File: config.mk
export PLATFORM = sky130hd
export DESIGN_NAME = fsx_timing_mixer
export DESIGN_NICKNAME = d
export VERILOG_FILES = /design/src/rtl/fsx_timing_mixer.sv
export SDC_FILE = /design/constraint.sdc
export NUM_CORES = 1
export LEC_CHECK = 0
export CORE_MARGIN = 2
export CORE_UTILIZATION = 46
export DETAILED_ROUTE_END_ITERATION = 8
export GPL_TIMING_DRIVEN = 1
export PLACE_DENSITY = 0.8
export SETUP_SLACK_MARGIN = 0.4
export SYNTH_ARGS = -nofsm -noshare
export SYNTH_HDL_FRONTEND = slang
export SYNTH_SLANG_ARGS = --single-unit
File: constraint.sdc
create_clock -name vga_clk -period 2.9 [get_ports vga_clk]
set_clock_uncertainty 0.1 [all_clocks]
set_input_delay 0.58 -clock vga_clk [delete_from_list [all_inputs] [get_ports vga_clk]]
set_output_delay 0.58 -clock vga_clk [all_outputs]
set_load 0.02 [all_outputs]
File: src/rtl/fsx_timing_mixer.sv
// Video timing generator with priority layer compositor, renderer-latency-matched
// sync/blank pins, and frame-done / line-compare interrupt pulses.
module fsx_timing_mixer #(
  parameter int unsigned H_RES      = 480,
  parameter int unsigned V_RES      = 272,
  parameter int unsigned H_FP       = 82,
  parameter int unsigned H_SYNC     = 41,
  parameter int unsigned H_BP       = 2,
  parameter int unsigned V_FP       = 2,
  parameter int unsigned V_SYNC     = 10,
  parameter int unsigned V_BP       = 2,
  parameter bit          H_POL      = 1'b0,
  parameter bit          V_POL      = 1'b0,
  parameter int unsigned NUM_LAYERS = 3,
  parameter int unsigned PIPE       = 2
) (
  input  logic                    vga_clk,
  input  logic                    reset,
  output logic [9:0]              h_count,
  output logic [8:0]              v_count,
  output logic [9:0]              o_h,
  output logic [8:0]              o_v,
  output logic                    o_de,
  output logic                    o_frame,
  input  logic [8*NUM_LAYERS-1:0] layer_rgb,
  input  logic [NUM_LAYERS-1:0]   layer_valid,
  input  logic                    line_irq_en,
  input  logic [8:0]              line_irq_line,
  output logic [2:0]              vga_r,
  output logic [2:0]              vga_g,
  output logic [1:0]              vga_b,
  output logic                    vga_hs,
  output logic                    vga_vs,
  output logic                    vga_de,
  output logic                    frameDrawn,
  output logic                    line_irq
);

  localparam int unsigned HW = 10;
  localparam int unsigned VW = 9;
  localparam int unsigned PW = 8;
  localparam int unsigned TW = 3;

  localparam int unsigned HS_STA = H_FP - 1;
  localparam int unsigned HS_END = HS_STA + H_SYNC;
  localparam int unsigned HA_STA = HS_END + H_BP;
  localparam int unsigned LINE   = HA_STA + H_RES;
  localparam int unsigned VS_STA = V_FP - 1;
  localparam int unsigned VS_END = VS_STA + V_SYNC;
  localparam int unsigned VA_STA = VS_END + V_BP;
  localparam int unsigned FRAME  = VA_STA + V_RES;

  localparam logic [HW-1:0] HS_STA_C   = HW'(HS_STA);
  localparam logic [HW-1:0] HS_END_C   = HW'(HS_END);
  localparam logic [HW-1:0] HA_STA_C   = HW'(HA_STA);
  localparam logic [HW-1:0] LINE_C     = HW'(LINE);
  localparam logic [HW-1:0] HA_FIRST_C = HW'(HA_STA + 1);
  localparam logic [VW-1:0] VS_STA_C   = VW'(VS_STA);
  localparam logic [VW-1:0] VS_END_C   = VW'(VS_END);
  localparam logic [VW-1:0] VA_STA_C   = VW'(VA_STA);
  localparam logic [VW-1:0] FRAME_C    = VW'(FRAME);
  localparam logic [VW-1:0] VA_FIRST_C = VW'(VA_STA + 1);
  localparam logic [VW-1:0] V_RES_C    = VW'(V_RES);

  logic          h_end;
  logic          v_end;
  logic          hs_raw;
  logic          vs_raw;
  logic          h_act;
  logic          v_act;
  logic [VW-1:0] v_line;
  logic          line_hit;
  logic          shadow_en;
  logic [VW-1:0] shadow_line;
  logic [PW-1:0] mix;
  logic [TW-1:0] tap_raw;
  logic [TW-1:0] tap_dly;
  logic          unused_valid0;

  // Layer 0 is the background and is always opaque.
  assign unused_valid0 = layer_valid[0];

  assign h_end = (h_count == LINE_C);
  assign v_end = (v_count == FRAME_C);

  // Raster position counters: h every clock, v on each line wrap.
  always_ff @(posedge vga_clk) begin
    if (reset) begin
      h_count <= '0;
      v_count <= '0;
    end else if (h_end) begin
      h_count <= '0;
      v_count <= v_end ? '0 : v_count + VW'(1);
    end else begin
      h_count <= h_count + HW'(1);
    end
  end

  // Coordinate-time decode of sync, active window and renderer coordinates.
  always_comb begin
    hs_raw  = (h_count > HS_STA_C) && (h_count <= HS_END_C);
    vs_raw  = (v_count > VS_STA_C) && (v_count <= VS_END_C);
    h_act   = (h_count > HA_STA_C) && (h_count <= LINE_C);
    v_act   = (v_count > VA_STA_C) && (v_count <= FRAME_C);
    o_de    = h_act && v_act;
    o_h     = o_de ? (h_count - HA_FIRST_C) : '0;
    o_v     = o_de ? (v_count - VA_FIRST_C) : '0;
    o_frame = (h_count == '0) && (v_count == '0);
  end

  assign tap_raw = {hs_raw, vs_raw, o_de};

  generate
    if (PIPE == 0) begin : g_no_delay
      assign tap_dly = tap_raw;
    end else begin : g_delay
      logic [TW-1:0] dly_q [PIPE];

      // Delay sync/blank by the renderer latency; reset flushes to inactive.
      always_ff @(posedge vga_clk) begin
        if (reset) begin
          for (int unsigned i = 0; i < PIPE; i++) begin
            dly_q[i] <= '0;
          end
        end else begin
          dly_q[0] <= tap_raw;
          for (int unsigned i = 1; i < PIPE; i++) begin
            dly_q[i] <= dly_q[i-1];
          end
        end
      end

      assign tap_dly = dly_q[PIPE-1];
    end
  endgenerate

  // Priority compositor: highest-index valid layer above the background wins.
  always_comb begin
    mix = layer_rgb[PW-1:0];
    for (int unsigned k = 1; k < NUM_LAYERS; k++) begin
      if (layer_valid[k]) begin
        mix = layer_rgb[k*PW +: PW];
      end
    end
  end

  // Pin-side output register: blanked pixel, sync at programmed polarity.
  always_ff @(posedge vga_clk) begin
    if (reset) begin
      {vga_r, vga_g, vga_b} <= '0;
      vga_hs                <= ~H_POL;
      vga_vs                <= ~V_POL;
      vga_de                <= 1'b0;
    end else begin
      {vga_r, vga_g, vga_b} <= tap_dly[0] ? mix : '0;
      vga_hs                <= ~(tap_dly[2] ^ H_POL);
      vga_vs                <= ~(tap_dly[1] ^ V_POL);
      vga_de                <= tap_dly[0];
    end
  end

  // Frame-atomic capture of the line-compare settings at frame start.
  always_ff @(posedge vga_clk) begin
    if (reset) begin
      shadow_en   <= 1'b0;
      shadow_line <= '0;
    end else if (o_frame) begin
      shadow_en   <= line_irq_en;
      shadow_line <= line_irq_line;
    end
  end

  assign v_line   = v_count - VA_FIRST_C;
  assign line_hit = shadow_en && h_end && v_act &&
                    (shadow_line < V_RES_C) && (v_line == shadow_line);

  // Interrupt pulses, one clock after the end of the matching line.
  always_ff @(posedge vga_clk) begin
    if (reset) begin
      frameDrawn <= 1'b0;
      line_irq   <= 1'b0;
    end else begin
      frameDrawn <= h_end && v_end;
      line_irq   <= line_hit;
    end
  end

endmodule
==> out/metrics.yaml, run 1 <==
start_util: 0.4719
root_buffer: "clkbuf_8"
synth_seq_cells: 48
layout_common_cells: "clkdlybuf4s50_1, nor2_1, buf_4"
num_vias: 3016
drt-initial-drc-count: 389
drt_pass1_iterations: 6
layout_commonest_cell: "clkdlybuf4s50_1"
period_share: 1.052
ctsLongestPathBuffers: 2
maxSlewHeadroom: 0.4432
ant_nets: 0
setup.worst_path.start_class: "flop"
regToRegSetupSlack_ns: 0.63
synth_fp_nets: 384
arrival_ns: 2.37
rsz0062_at_grt: "true"
syn2layout_area_growth_pct: 66.58
grt_pass1_vias: 2901
netlist_instances: 332
r2r_cells: 11
synthesis.area_sq_um: 2778
avgSynthCellArea_sq_um: 8.366
synth_cell_type_count: 46
power_mw: 1.579
grt_pass1_wl_microns: 14040
clkTransAtPathRegs_ns: 0.09
die_area_sq_um: 6676
hold_class: "flop to flop"
min_from: "g_delay.dly_q[0][4]"
dp_worst_setup_slack_ns: -0.2127
routed_wl_microns: 9589
path_max_fanout: 5
cts-buffers-inserted: 5
io_pins: 92
die_w_microns: 81.71
wire_per_inst_microns: 17.89
r2r-start: "v_count[2]"
drc: 0
yosysWarnings: 0
maxSlewViolCount: 0
fmax_mhz: 327.9
fin_worst_hold_slack_ns: 0.2783
io_buffers: 89
fin_ws_ns: -0.1500
crit_required_ns: 2.22
status: "finished with violations"
finalCriticalPeriod_ns: 3.050
cp_common_cell: "buf_6"
violations: "negative setup slack"
fp-row-count: 28
hold-path-cell-count: 1
cpMaxStageDelayCell: "dfxtp_4"
grt-ovfl-total: 0
finalSetupViolCount: 19
ir_drop_uv: 362.1
cts.sinks: 48
ys_seq_area_frac: 0.3459
holdPathEnd: "vga_vs"
p_per_area_nw_per_um2: 341.3
antennaDiodeCount: 0
grt_max_degree: 17
cts_max_level: 2
worstMarginPinSlew_ns: 0.8283
end_kind: "output pin"
gr-usage-all-layers: 0.2767
drive_gt1_frac: 0.2950
synthFlopType: "dfxtp_1"
slowest_delay_ns: 0.37
path_cells: "inv_4 -> ha_4 -> buf_6 -> a21oi_2 -> a211o_1 -> a211oi_2 -> a221o_2 -> buf_12 -> buf_16 -> nor2_4 -> buf_6"
clock_latency_ns: 0.31
core-area_sq_um: 5886
path_class: "flop to output pin"
drv_cap: 0
cts_hold_buf: 0
antenna_found_initial: 0
vias_per_cell: 5.627
r2r_end: "shadow_line[6]"
routabilityCongestion: 0.8652
synth-async-reset-ratio: 0
die_y_microns: 81.71
synth_edf_count: 0
p_leak_nw: 1.918
cts_tree: "done"
dp_hpwl_microns: 5599
hold_viol_final: 0
fin_nets: 512
sequential cells by signal, summed over array words and instances (netlist names):
register	count
h_count	10
shadow_line	9
v_count	9
g_delay.dly_q	6
vga_g	3
vga_r	3
vga_b	2
frameDrawn	1
line_irq	1
shadow_en	1
vga_de	1
vga_hs	1
vga_vs	1
what timing repair did:
item	in CTS	in global routing
cloned	2	0
endpoints found under the setup margin	20	20
resized for setup	137	6
pin swaps	18	8
setup buffers	11	2
through the flow:
step,TNS [ns],instances,utilization,cell area (sq um)
2_1_floorplan,0,332,-,2978
3_3_place_gp,-2.772,513,0.7049,4149
3_5_place_dp,-3.814,513,0.7049,4149
4_1_cts,-0.4969,534,0.7774,4576
5_1_grt,-2.772,536,0.7861,4627
6_report,-1.547,536,0.7861,4627
Yosys cell counts (all sizes together), types with 7 or more instances:
master,number,area (sq um)
nor2,67,251.5
dfxtp,48,960.9
a21oi,19,95.09
xnor2,19,166.4
mux2i,18,180.2
nand2,17,63.81
xor2,15,131.4
clkbuf,14,52.55
buf,13,96.33
ha,13,162.7
inv,12,45.04
nor3,9,45.04
nand3,7,52.55
power breakdown:
group / switching, mW / internal [mW]
registers: 0.0171 / 0.674
logic: 0.103 / 0.123
clock network: 0.232 / 0.431
routing by layer:
| metal | global-route usage | vias to the layer above | part of all wire |
|---|---|---|---|
| met1 | 0.3201 | 1411 | 0.37 |
| met4 | 0.1333 | 0 | 0.044 |
| li1 | - | 1364 | - |
| met2 | 0.4631 | 191 | 0.49 |
| met5 | 0 | - | 0 |
| met3 | 0.08681 | 50 | 0.097 |
worst max-delay path, delay by kind of cell, from the launching register on:
| kind | cells | cell delay [ns] |
|---|---|---|
| AOI/OAI and AO/OA | 4 | 0.92 |
| buffers and inverters | 5 | 0.59 |
| DFF | 1 | 0.37 |
| adders and majority gates | 1 | 0.14 |
| and+or+nand+nor | 1 | 0.04 |
layout make-up:
class                           count  area, sq um
Multi-Input combinational cell    245         1888
Inverter                           12        50.05
Timing Repair Buffer              148         1464
Clock buffer                        5        68.82
Tap cell                           75        93.84
Sequential cell                    48        972.2
Fill cell                         367         1259
Clock inverter                      3        90.09
worst max-delay path by stage:
stage,cells past startpoint,startpoint,slack (ns),end
finish,11,v_count[1],-0.15,o_v[8]
global route,11,v_count[1],-0.21,o_v[8]
CTS,9,v_count[1],-0.09,o_v[5]
detailed placement,9,v_count[1],-0.21,o_v[1]
global placement,9,v_count[1],-0.17,o_v[5]
floorplan,7,h_count[0],0.40,o_v[5]
cell families (layout without fill, tap and decap cells):
family | after synthesis | after routing | share of synthesized area
simple gates | 136 | 136 | 0.2541
flops | 48 | 48 | 0.3459
compound gates | 43 | 43 | 0.09820
buf+inv | 39 | 168 | 0.06981
xor+xnor | 34 | 34 | 0.1072
mux | 18 | 18 | 0.06486
fa+ha+maj | 13 | 13 | 0.05856
other cells | 1 | 1 | 0.001350
Power figures use the tool's default switching activity.
==> inputs of run 2 (changes only) <==
--- a/config.mk
+++ b/config.mk
@@ -8,6 +8,7 @@
 export CORE_MARGIN = 2
 export CORE_UTILIZATION = 46
 export DETAILED_ROUTE_END_ITERATION = 8
+export GPL_ROUTABILITY_DRIVEN = 0
 export GPL_TIMING_DRIVEN = 1
 export PLACE_DENSITY = 0.8
 export SETUP_SLACK_MARGIN = 0.4
==> results of run 2 <==
No change in the layout: final DEF, timing and power equal those of run 1.
==> inputs of run 3 (changes only) <==
--- a/config.mk
+++ b/config.mk
@@ -7,6 +7,7 @@
 export LEC_CHECK = 0
 export CORE_MARGIN = 2
 export CORE_UTILIZATION = 46
+export CTS_BUF_LIST = sky130_fd_sc_hd__clkbuf_8 sky130_fd_sc_hd__clkbuf_16
 export DETAILED_ROUTE_END_ITERATION = 8
 export GPL_ROUTABILITY_DRIVEN = 0
 export GPL_TIMING_DRIVEN = 1
==> results of run 3 <==
No change in the layout: final DEF, timing and power equal those of run 1.
